==> src/rtl/sfr_pack_wait.sv <==
// sfr_pack_wait
// CPU-visible special function register file on the packed memory bus.
// Provides N_REGS 32-bit registers. Writes can be byte-masked word writes
// or single-bit set/clear/toggle operations, and per-bit write masks
// protect read-only bits. Reads return the externally supplied sfRegsIn
// value after a programmable number of wait states, and pulse a per-register
// read strobe so the host peripheral can implement side-effecting reads.
//
// Ports
//   clk             clock
//   rst_n           synchronous reset, active low
//   sfRegsOut       stored register bits, N_REGS*32
//   sfRegsWrStr     1-cycle pulse on every bit actually written
//   sfRegsRdStr     1-cycle pulse per register read, coincident with ack
//   sfRegsIn        read-back value, sampled when a read completes
//   mem_packed_fwd  {mem_valid, mem_addr[31:0], mem_wdata[31:0], mem_wstrb[3:0]}
//   mem_packed_ret  {mem_ready, mem_rdata[31:0]}
//
// Address map: [31:24] BASE_ADDR, [23:16] BASE2_ADDR, [15:14] must be 0,
// [13:9] register in bit mode, [8:7] mode (0 word, 1 set, 2 clear,
// 3 toggle), [6:2] register in word mode / bit index in bit mode.
module sfr_pack_wait #(
    parameter logic [7:0]            BASE_ADDR     = 8'h00,
    parameter logic [7:0]            BASE2_ADDR    = 8'h00,
    parameter int                    N_REGS        = 1,
    parameter logic [N_REGS*32-1:0]  INITIAL_STATE = '0,
    parameter logic [N_REGS*32-1:0]  WR_MASK       = '1,
    parameter int                    RD_WAIT       = 0
) (
    input  logic                   clk,
    input  logic                   rst_n,
    output logic [N_REGS*32-1:0]   sfRegsOut,
    output logic [N_REGS*32-1:0]   sfRegsWrStr,
    output logic [N_REGS-1:0]      sfRegsRdStr,
    input  logic [N_REGS*32-1:0]   sfRegsIn,
    input  logic [68:0]            mem_packed_fwd,
    output logic [32:0]            mem_packed_ret
);

    typedef enum logic {IDLE, WAIT_RD} state_t;

    // Counter preload: the accepting edge is one of the RD_WAIT+1 cycles.
    localparam logic [3:0]  WAIT_INIT = (RD_WAIT > 0) ? 4'(RD_WAIT - 1) : 4'd0;
    localparam logic [15:0] MATCH     = {BASE_ADDR, BASE2_ADDR};

    // Bus fields
    logic        mem_valid;
    logic [31:0] mem_addr;
    logic [31:0] mem_wdata;
    logic [3:0]  mem_wstrb;

    assign {mem_valid, mem_addr, mem_wdata, mem_wstrb} = mem_packed_fwd;

    // Word-aligned bus: the byte offset carries no information here.
    logic unused_addr_bits;
    assign unused_addr_bits = ^mem_addr[1:0];

    // State
    state_t                 state_q;
    logic [3:0]             cnt_q;
    logic                   ready_q;
    logic [31:0]            rdata_q;
    logic [N_REGS*32-1:0]   regs_q;
    logic [N_REGS*32-1:0]   wr_str_q;
    logic [N_REGS-1:0]      rd_str_q;
    logic [4:0]             lat_reg_q;
    logic [4:0]             lat_bit_q;
    logic                   lat_bitmode_q;

    logic [N_REGS*32-1:0]   regs_d;
    logic [N_REGS*32-1:0]   wr_str_d;
    logic [N_REGS-1:0]      rd_str_d;

    assign sfRegsOut      = regs_q;
    assign sfRegsWrStr    = wr_str_q;
    assign sfRegsRdStr    = rd_str_q;
    assign mem_packed_ret = {ready_q, rdata_q};

    // Decode. ready_q blocks re-accepting the transfer just acknowledged.
    logic        hit;
    logic [1:0]  acc_mode;
    logic        acc_bitmode;
    logic [4:0]  acc_reg;
    logic [4:0]  acc_bit;
    logic        is_write;
    logic        wr_en;
    logic [31:0] byte_en;
    logic [31:0] bit_onehot;

    assign hit         = (state_q == IDLE) && mem_valid && !ready_q &&
                         (mem_addr[31:16] == MATCH) && (mem_addr[15:14] == 2'b00);
    assign acc_mode    = mem_addr[8:7];
    assign acc_bitmode = |acc_mode;
    assign acc_reg     = acc_bitmode ? mem_addr[13:9] : mem_addr[6:2];
    assign acc_bit     = mem_addr[6:2];
    assign is_write    = |mem_wstrb;
    assign wr_en       = hit && is_write;
    assign byte_en     = {{8{mem_wstrb[3]}}, {8{mem_wstrb[2]}},
                          {8{mem_wstrb[1]}}, {8{mem_wstrb[0]}}};
    assign bit_onehot  = 32'd1 << acc_bit;

    // Read completion: immediately when there are no wait states, otherwise
    // when the countdown expires while the master is still requesting.
    logic rd_now;
    logic wait_done;
    logic rd_done;

    assign rd_now    = hit && !is_write && (RD_WAIT == 0);
    assign wait_done = (state_q == WAIT_RD) && mem_valid && (cnt_q == 4'd0);
    assign rd_done   = rd_now || wait_done;

    // In WAIT the address may still be on the bus, but the latched copy is
    // authoritative for which register is being read.
    logic [4:0] rd_reg;
    logic [4:0] rd_bit;
    logic       rd_bitmode;

    assign rd_reg     = (state_q == WAIT_RD) ? lat_reg_q     : acc_reg;
    assign rd_bit     = (state_q == WAIT_RD) ? lat_bit_q     : acc_bit;
    assign rd_bitmode = (state_q == WAIT_RD) ? lat_bitmode_q : acc_bitmode;

    // Per-register write and read-strobe logic. Out-of-range indices match
    // no instance, so they naturally produce no write and no strobe.
    genvar gi;
    generate
        for (gi = 0; gi < N_REGS; gi++) begin : g_reg
            localparam logic [31:0] MASK = WR_MASK[gi*32 +: 32];

            logic        sel;
            logic [31:0] cur;
            logic [31:0] str;
            logic [31:0] nxt;

            assign cur = regs_q[gi*32 +: 32];
            assign sel = wr_en && (acc_reg == 5'(gi));
            assign str = sel ? ((acc_bitmode ? bit_onehot : byte_en) & MASK) : 32'd0;

            always_comb begin
                case (acc_mode)
                    2'd0:    nxt = (cur & ~str) | (mem_wdata & str);
                    2'd1:    nxt = cur | str;
                    2'd2:    nxt = cur & ~str;
                    default: nxt = cur ^ str;
                endcase
            end

            assign regs_d[gi*32 +: 32]   = nxt;
            assign wr_str_d[gi*32 +: 32] = str;
            assign rd_str_d[gi]          = rd_done && (rd_reg == 5'(gi));
        end
    endgenerate

    // Read data mux; out-of-range registers read as zero. In bit mode the
    // returned bit is taken from the addressed register's read-back word.
    logic [31:0] rd_word;
    logic [31:0] rd_data;

    always_comb begin
        rd_word = 32'd0;
        for (int r = 0; r < N_REGS; r++) begin
            if (rd_reg == 5'(r)) begin
                rd_word = sfRegsIn[r*32 +: 32];
            end
        end
        rd_data = rd_bitmode ? {31'd0, rd_word[rd_bit]} : rd_word;
    end

    // Bus FSM with registered outputs
    always_ff @(posedge clk) begin
        if (!rst_n) begin
            state_q       <= IDLE;
            cnt_q         <= 4'd0;
            ready_q       <= 1'b0;
            rdata_q       <= 32'd0;
            regs_q        <= INITIAL_STATE;
            wr_str_q      <= '0;
            rd_str_q      <= '0;
            lat_reg_q     <= 5'd0;
            lat_bit_q     <= 5'd0;
            lat_bitmode_q <= 1'b0;
        end else begin
            regs_q   <= regs_d;
            wr_str_q <= wr_str_d;
            rd_str_q <= rd_str_d;
            ready_q  <= 1'b0;
            rdata_q  <= 32'd0;

            case (state_q)
                IDLE: begin
                    if (hit) begin
                        if (is_write || RD_WAIT == 0) begin
                            ready_q <= 1'b1;
                            rdata_q <= is_write ? 32'd0 : rd_data;
                        end else begin
                            lat_reg_q     <= acc_reg;
                            lat_bit_q     <= acc_bit;
                            lat_bitmode_q <= acc_bitmode;
                            cnt_q         <= WAIT_INIT;
                            state_q       <= WAIT_RD;
                        end
                    end
                end
                default: begin
                    // Master gave up: abandon the read silently.
                    if (!mem_valid) begin
                        state_q <= IDLE;
                    end else if (cnt_q == 4'd0) begin
                        ready_q <= 1'b1;
                        rdata_q <= rd_data;
                        state_q <= IDLE;
                    end else begin
                        cnt_q <= cnt_q - 4'd1;
                    end
                end
            endcase
        end
    end

endmodule
==> config.mk <==
export PLATFORM = sky130hd
export DESIGN_NAME = sfr_pack_wait
export DESIGN_NICKNAME = d
export VERILOG_FILES = /design/src/rtl/sfr_pack_wait.sv
export SDC_FILE = /design/constraint.sdc
export NUM_CORES = 1
export LEC_CHECK = 0
export CAP_MARGIN = 20
export CORE_MARGIN = 2
export CORE_UTILIZATION = 54
export CTS_CLUSTER_DIAMETER = 80
export DETAILED_ROUTE_END_ITERATION = 16
export DONT_BUFFER_PORTS = 1
export PLACE_DENSITY = 0.69
export SETUP_SLACK_MARGIN = 0.1
export SLEW_MARGIN = 20
export SYNTH_ARGS = -nofsm -noshare
export SYNTH_HDL_FRONTEND = slang
export SYNTH_SLANG_ARGS = --single-unit
==> constraint.sdc <==
create_clock -name clk -period 4.49 [get_ports clk]
set_clock_uncertainty 0.1 [all_clocks]
set_input_delay 0.2245 -clock clk [delete_from_list [all_inputs] [get_ports clk]]
set_output_delay 0.2245 -clock clk [all_outputs]
set_load 0.05 [all_outputs]
# [Yosys cells after proc, flatten, opt, wreduce, memory -nomap -nowiden]
# Cells that the tools add are included.
[word_totals] reg_bits=103 inputBits=103 out_inout_bits=98 elab_cells=64
[op_classes] addsub=1 order_cmp=1 n_eq_ne=2 shifts=1 mux=21 bitwise_logic=8 reduce_logical=23
[ops] op="32-bit 2-to-1 mux" n=9
[ops] op="32-bit case mux with 3 select lines" n=1
[ops] op="32-bit bitwise AND" n=2
[ops] op="32-bit OR" n=2
[ops] op="32-bit inverter" n=1
[ops] op="1-bit by 5-bit << shifter with 32-bit output (first input constant)" n=1
[ops] op="32-bit bitwise XOR" n=1
[ops] op="16-bit zero test" n=1
[ops] op="5-bit 2-to-1 mux" n=3
[ops] op="1-bit logical AND" n=10
[ops] op="5-bit zero test" n=2
[ops] op="1-bit 2-to-1 mux" n=7
[ops] op="5-bit by 6-bit less-than comparator with 1-bit output (second input constant)" n=1
[ops] op="3-bit AND reduction" n=2
[ops] op="1-bit binary-select mux with 5-bit select" n=1
[ops] op="2-bit zero test" n=2
[ops] op="4-bit zero test" n=1
[ops] op="4-bit OR reduction" n=1
[ops] op="4-bit by 1-bit subtractor with 4-bit output (second input constant)" n=1
[ops] op="2-bit by 1-bit equality test with 1-bit output (second input constant)" n=1
[ops] op="2-bit equality test (second input constant)" n=1
[ops] op="1-bit zero test" n=2
[ops] op="1-bit inverter" n=2
[ops] op="2-bit OR reduction" n=1
[ops] op="1-bit logical OR" n=1

# [Depth between registers and ports, before layout]
# Gate-level depths: netlist of the first run.
[depth] ltp_word=12 depth_mapped=13

# [Least setup slack after synthesis of the first run]
# OpenSTA, ideal clock, no wires.
[synth_path] path_kind="register to register" start="register ready_q" end="register regs_q[29] (netlist: sfRegsOut[29])" setup_time_ns=0.115 arrival_time_ns=2.819 required_time_ns=4.275 setup_slack_ns=1.456 path_stages_with_launch=13 n_path_buf=2 period_less_slack_ns=3.034 path_cell_list="dfxtp_1 -> nor4_1 -> nand3b_1 -> or3_1 -> buf_4 -> nor4_4 -> buf_6 -> a21bo_2 -> ha_1 -> o21ai_0 -> o21ai_0 -> o221ai_1 -> o21ba_2"
[synth_between] elab_chain_cells=11 word_cells_on_any_way=14 cone_classes="mux: 2; bitwise: 6; reduce/logical: 6"
[synth_rtl] item="from (decl)" line="61" source="logic ready_q;"
[synth_rtl] item="from (signal assigned)" line="173" source="ready_q <= 1'b0;"
[synth_rtl] item="from (signal assigned)" line="185" source="ready_q <= 1'b0;"
[synth_rtl] item="from (signal assigned)" line="192" source="ready_q <= 1'b1;"
[synth_rtl] item="1-bit zero test *" line="90" source="assign hit = (state_q == IDLE) && mem_valid && !ready_q &&"
[synth_rtl] item="1-bit logical AND * (2 in a row)" line="90"
[synth_rtl] item="1-bit logical AND *" line="91" source="(mem_addr[31:16] == MATCH) && (mem_addr[15:14] == 2'b00);"
[synth_rtl] item="1-bit logical AND *" line="97" source="assign wr_en = hit && is_write;"
[synth_rtl] item="1-bit logical AND *" line="135" source="assign sel = wr_en && (acc_reg == 5'(gi));"
[synth_rtl] item="32-bit 2-to-1 mux *" line="136" source="assign str = sel ? ((acc_bitmode ? bit_onehot : byte_en) & MASK) : 32'd0;"
[synth_rtl] item="32-bit inverter" line="140, 142"
[synth_rtl] item="32-bit bitwise AND" line="140, 142"
[synth_rtl] item="32-bit OR" line="140" source="2'd0: nxt = (cur & ~str) | (mem_wdata & str);"
[synth_rtl] item="32-bit case mux with 3 select lines *" line="139" source="case (acc_mode)"
[synth_rtl] item="to (signal assigned)" line="182" source="regs_q <= regs_d;"
[synth_rtl] item="to (decl)" line="63" source="logic [N_REGS*32-1:0] regs_q;"
# Mark *: on every way between the ends. The rest lies on a longest branch, timed or not.
# A chain may end at the register's enable or synchronous reset.

# [Worst setup path after layout of the first run]
[layout_path] start="register ready_q" end="register regs_q[13] (netlist: sfRegsOut[13])"
# Same word-level chain as after synthesis.

==> results of run 1 <==
where the power goes:
group / leakage [nW] / switching (W) / internal [W] / total (W)
Clock: 0.143 / 0.000402 / 0.000393 / 0.000795
Sequential: 0.832 / 0.0000578 / 0.000925 / 0.000982
Combinational: 1.60 / 0.000107 / 0.000104 / 0.000211
Total: 2.58 / 0.000567 / 0.00142 / 0.00199
layer usage:
metal,global-route usage [%],share of wire (%),vias to the layer above
met5,0,0,-
met2,51.7,51,235
li1,-,-,2388
met1,32.7,38,2484
met3,8.70,9.0,27
met4,9.91,1.5,0
repair_timing:
item	CTS	global route
hold endpoints to repair	71	0
setup buffers	0	0
hold buffers	38	0
synthesized netlist by cell type, types with 7 or more instances:
master and instances:
nor2_1 47, dfxtp_1 103, nand3_1 7, nor3_1 7
and2_1 38, ha_1 66, a21oi_1 33, nand2b_1 27
o21ba_2 27, o21ai_0 74, clkbuf_1 35, mux2_2 30
inv_1 40, o221ai_1 33, nor2b_1 8, nand2_1 18
state kept, by name, summed over array words and instances (netlist names):
signal       count
sfRegsWrStr     32
rdata_q         32
sfRegsOut       32
state_q          1
sfRegsRdStr      1
ready_q          1
cnt_q            4
logic make-up after synthesis:
family                     count (synthesis)
AOI/OAI and AO/OA                        193
xor gates and xnor gates                   3
adders and majority gates                 66
buffers and inverters                     85
DFF                                      103
muxes                                     40
and+or+nand+nor                          179
final cells by class:
cell class,instances,area [um2]
diodes,1,2.50
clock buffers,9,225
inverters,40,150
well taps,140,175
multi-input cells,481,3680
fillers,953,4100
repair buffers,48,465
clock inverters,7,75.1
flip-flops and latches,103,2060
metrics by stage:
| step | worst slack, ps | cells |
|---|---|---|
| finish | 702 | 829 |
| global route | 409 | 828 |
| CTS | 716 | 828 |
| detailed placement | 731 | 774 |
| global placement | 852 | 774 |
| floorplan | 1460 | 669 |
worst paths after layout:
kind                         to  slack, ps  depth (start not counted)
setup / recovery  sfRegsOut[13]        700                         10
hold / removal    sfRegsOut[23]         10                          2
setup reg to reg  sfRegsOut[13]        700                         10
hold reg to reg        cnt_q[1]        430                          1
==> results.sh, run 1 <==
export IMPL_finalCritPeriodShare_pct=84.4
export IMPL_cp_required_ps=4640
export IMPL_synth_simple_area_share_pct=17.0
export IMPL_finalHoldWorstSlack_ps=12.6
export IMPL_detail_route_wl_per_cell_um=21.4
export IMPL_syn_mean_instance_area_um2=9.11
export IMPL_synth_nets=838
export IMPL_utilization_pct=62.5
export IMPL_syn_cell_area_um2=6090
export IMPL_slowest_delay_ps=760
export IMPL_drtPass1Iterations=5
export IMPL_coreArea_um2=10900
export IMPL_clk_latency_ps=360
export IMPL_synth_cell_types=49
export IMPL_crit_path_end_kind="register"
export IMPL_drtAntennaViolNets=0
export IMPL_tightest_slew_ps=1080
export IMPL_viasPerCell=6.19
export IMPL_syn_inst=669
export IMPL_grt_pass1_vias=5190
export IMPL_ys_seq_elements=103
export IMPL_ys_async_sr_fraction_pct=0
export IMPL_die_area_um2=12200
export IMPL_drt_initial_drc_count=299
export IMPL_cp_common_cell="o21ai_0"
export IMPL_cts_resized=0
export IMPL_vias=5134
export IMPL_h_tree_depth=3
export IMPL_min_from="rst_n"
export IMPL_grt_overflow_total=0
export IMPL_report_power_total_w=0.00199
export IMPL_place_hpwl_mm=11.6
export IMPL_synth_compound_area_share_pct=21.9
export IMPL_nets=852
export IMPL_slew_violations=0
export IMPL_cts_tree="done"
export IMPL_ir_drop_v=0.000276
export IMPL_start_util_pct=55.7
export IMPL_muxShareOfSynthArea_pct=7.47
export IMPL_synthXorXnorAreaFrac_pct=0.431
export IMPL_final_setup_tns_ps=0
export IMPL_ys_seq_area_share_pct=33.8
export IMPL_core_rowCount=38
export IMPL_p_per_area_nw_per_um2=291
export IMPL_place_area_um2=6140
export IMPL_p_leak_nw=2.58
export IMPL_root_buffer="clkbuf_16"
export IMPL_synth_top_family_by_area="compound AO/OA/AOI/OAI gates"
export IMPL_finalCriticalPeriod_ps=3790
export IMPL_yosys_area_top_type_share_pct=33.8
export IMPL_crit_fanout=10
export IMPL_crit_type="reg -> reg"
export IMPL_clock_path_buffers=2
export IMPL_layout_commonest_cell="dfxtp_1"
export IMPL_cp_startpoint="ready_q"
export IMPL_synth_fa_ha_area_share_pct=13.5
export IMPL_hold_violations=0
export IMPL_critPathSlowestCell="nor4_4"
export IMPL_path_cells="nor4_1 > nand3b_1 > or3_1 > nor4_4 > o21ai_0 > ha_1 > o21ai_0 > o21ai_0 > o221ai_1 > o21ba_2"
export IMPL_final_cell_mix="dfxtp_1, o21ai_0, ha_1, nor2_1, inv_1"
export IMPL_die_x_um=110
export IMPL_r2r_start="ready_q"
export IMPL_antenna_found_initial=0
export IMPL_port_buffer_count=0
export IMPL_die_height_um=110
export IMPL_fin_area_um2=6840
export IMPL_yosys_top_cells_area="dfxtp_1, ha_1, o21ai_0, mux2_2, o221ai_1"
export IMPL_cp_buffers_inverters=0
export IMPL_startpoint_type="register"
export IMPL_setup_viol=0
export IMPL_relSlewSlack_pct=28.0
export IMPL_cap_violations=0
export IMPL_grt_pass1_wl_mm=26.3
export IMPL_routed_wl_mm=17.7
export IMPL_fmax_mhz=264
export IMPL_synth_top_area_cell="dfxtp_1"
export IMPL_crit_arrival_ps=3940
export IMPL_cts_buffers=9
export IMPL_synth_edf_count=0
export IMPL_path_delay_family="simple AND/OR/NAND/NOR gates"
export IMPL_drive_gt1_share_pct=14.5
export IMPL_track_usage_pct=29.0
export IMPL_cts_sinks=103
export IMPL_place_congestion=0.801
export IMPL_clk_pin_slew_ps=80
export IMPL_status="finished, final reports clean"
export IMPL_area_growth_pct=12.2
export IMPL_yosysWarningCount=0
export IMPL_grt_max_degree=63
export IMPL_holdCritPathClass="in -> reg"
export IMPL_rsz0062_at_grt="no"
export IMPL_io_pins=201
export IMPL_synth_flop_cell="dfxtp_1"
export IMPL_drc=0
No activity file was read; power rests on OpenSTA's default activity.
==> run 2, diff against run 1 <==
==> constraint.sdc (replaced) <==
create_clock -name clk -period 4 [get_ports clk]
set_clock_uncertainty 0.1 [all_clocks]
set_input_delay 0.2 -clock clk [delete_from_list [all_inputs] [get_ports clk]]
set_output_delay 0.2 -clock clk [all_outputs]
set_load 0.05 [all_outputs]
==> run 2 against run 1 <==
Highest routed layer unchanged. First-iteration DRC count is 0.33% higher. Final cell count is 3.9% higher. Combinational power up 25%. Global-route usage increased by 0.13 points. Power increased by 13%. Maximum frequency grew 11%. Largest power group unchanged.
==> results.sh, run 2 (synthesized netlist as in run 1, its figures left out) <==
export IMPL_status="finished, final reports clean"
export IMPL_finalCritPeriodShare_pct=85.3
export IMPL_r2r_start="ready_q"
export IMPL_cts_tree="done"
export IMPL_place_congestion=0.798
export IMPL_utilization_pct=65.4
export IMPL_detail_route_wl_per_cell_um=20.5
export IMPL_vias=5182
export IMPL_track_usage_pct=29.1
export IMPL_postCtsSetupRepairBufs=0
export IMPL_die_x_um=110
export IMPL_final_cell_mix="dfxtp_1, o21ai_0, ha_1, dlygate4sd3_1, nor2_1"
export IMPL_place_hpwl_mm=11.4
export IMPL_nets=884
export IMPL_place_area_um2=6160
export IMPL_drtAntennaViolNets=0
export IMPL_layout_commonest_cell="dfxtp_1"
export IMPL_crit_type="reg -> reg"
export IMPL_cts_buffers=9
export IMPL_p_leak_nw=2.72
export IMPL_reg2reg_to="sfRegsOut[9]"
export IMPL_cts_resized=0
export IMPL_r2r_slack_ps=590
export IMPL_cts_sinks=103
export IMPL_grt_pass1_vias=5335
export IMPL_relSlewSlack_pct=54.1
export IMPL_antenna_found_initial=1
export IMPL_clock_path_buffers=2
export IMPL_root_buffer="clkbuf_16"
export IMPL_hold_violations=0
export IMPL_final_setup_tns_ps=0
export IMPL_switching_share_pct=28.3
export IMPL_grt_pass1_wl_mm=26.9
export IMPL_holdCritPathClass="in -> reg"
export IMPL_cp_startpoint="ready_q"
export IMPL_p_per_area_nw_per_um2=315
export IMPL_setup_viol=0
export IMPL_slew_violations=0
export IMPL_port_buffer_count=0
export IMPL_report_power_total_w=0.00225
export IMPL_combPwrFrac_pct=11.7
export IMPL_drc=0
export IMPL_grt_use_met3_pct=7.82
export IMPL_crit_arrival_ps=3580
export IMPL_h_tree_depth=3
export IMPL_die_height_um=110
export IMPL_ctsHoldBuffers=67
export IMPL_internal_power_w=0.00161
export IMPL_fillers=923
export IMPL_p_switching_w=0.000637
export IMPL_routed_wl_mm=17.7
export IMPL_cap_violations=0
export IMPL_grt_most_used_layer="met2"
export IMPL_cp_required_ps=4160
export IMPL_die_area_um2=12200
export IMPL_clk_latency_ps=360
export IMPL_tightest_slew_ps=683
export IMPL_grt_overflow_total=0
export IMPL_pwr_share_clk_pct=39.3
export IMPL_reg2regPathDepth=11
export IMPL_drive_gt1_share_pct=14.3
export IMPL_startpoint_type="register"
export IMPL_coreArea_um2=10900
export IMPL_drtPass1Iterations=6
export IMPL_grt_max_degree=64
export IMPL_grtUsageMet2_pct=51.5
export IMPL_start_util_pct=55.7
export IMPL_core_rowCount=38
export IMPL_finalCriticalPeriod_ps=3410
export IMPL_viasPerCell=6.02
export IMPL_fin_area_um2=7150
export IMPL_p_seq_share_pct=49.0
export IMPL_io_pins=201
export IMPL_crit_fanout=7
export IMPL_cp_endpoint="sfRegsOut[9]"
export IMPL_crit_path_end_kind="register"
export IMPL_area_growth_pct=17.3
export IMPL_fmax_mhz=293
export IMPL_drt_initial_drc_count=300
export IMPL_rsz0062_at_grt="no"
export IMPL_clk_pin_slew_ps=70
export IMPL_grt_use_met1_pct=33.4
export IMPL_ir_drop_v=0.000280
-- run 2: critical path: stages, from the launching register on --
cell and delay [ps]:
dfxtp_1 320, nor4_1 340, nand3b_1 160, or3_1 570
nor4_4 640, buf_4 260, nand2_1 80, ha_1 180
o21ai_0 160, o21ai_0 140, o221ai_1 190, o21ba_1 170
-- run 2: cell type report --
cell class	instances	area, um2	area share (%)
Antenna cell	1	2.50	0.0350
Clock buffer	9	225	3.15
Clock inverter	7	65.1	0.910
Inverter	40	150	2.10
Multi-Input combinational cell	481	3680	51.5
Sequential cell	103	2060	28.8
Tap cell	140	175	2.45
Timing Repair Buffer	80	786	11.0
-- run 2: per-stage QoR --
step	instances	setup WS, ps	hold WS [ps]
floorplan	669	966	222
global placement	776	742	222
detailed placement	776	577	225
CTS	859	511	3.54
global route	861	259	14.2
finish	861	587	11.1
-- run 2: routing by layer --
metal | wire [um] | share of wire [%]
met4 | 314 | 1.8
met2 | 9020 | 51
met1 | 6800 | 39
met5 | 0 | 0
met3 | 1510 | 8.6
-- run 2: worst min path at each step --
stage	cells after the start	startpoint	end	slack [ps]
after floorplan	1	sfRegsIn[10]	rdata_q[10]	220
after global placement	1	sfRegsIn[4]	rdata_q[4]	220
after detailed placement	1	sfRegsIn[6]	rdata_q[6]	220
after CTS	2	rst_n	sfRegsRdStr	4
after global routing	2	mem_packed_fwd[9]	sfRegsOut[5]	10
final	2	rst_n	sfRegsRdStr	10
-- run 2: power by group through the flow --
| stage | clock (W) | combinational [W] | sequential (W) |
|---|---|---|---|
| after floorplan | 0 | 0.000174 | 0.00112 |
| after global placement | 0 | 0.000187 | 0.00113 |
| after detailed placement | 0 | 0.000194 | 0.00113 |
| after CTS | 0.000895 | 0.000258 | 0.00110 |
| after global routing | 0.000931 | 0.000293 | 0.00111 |
| final | 0.000885 | 0.000263 | 0.00110 |
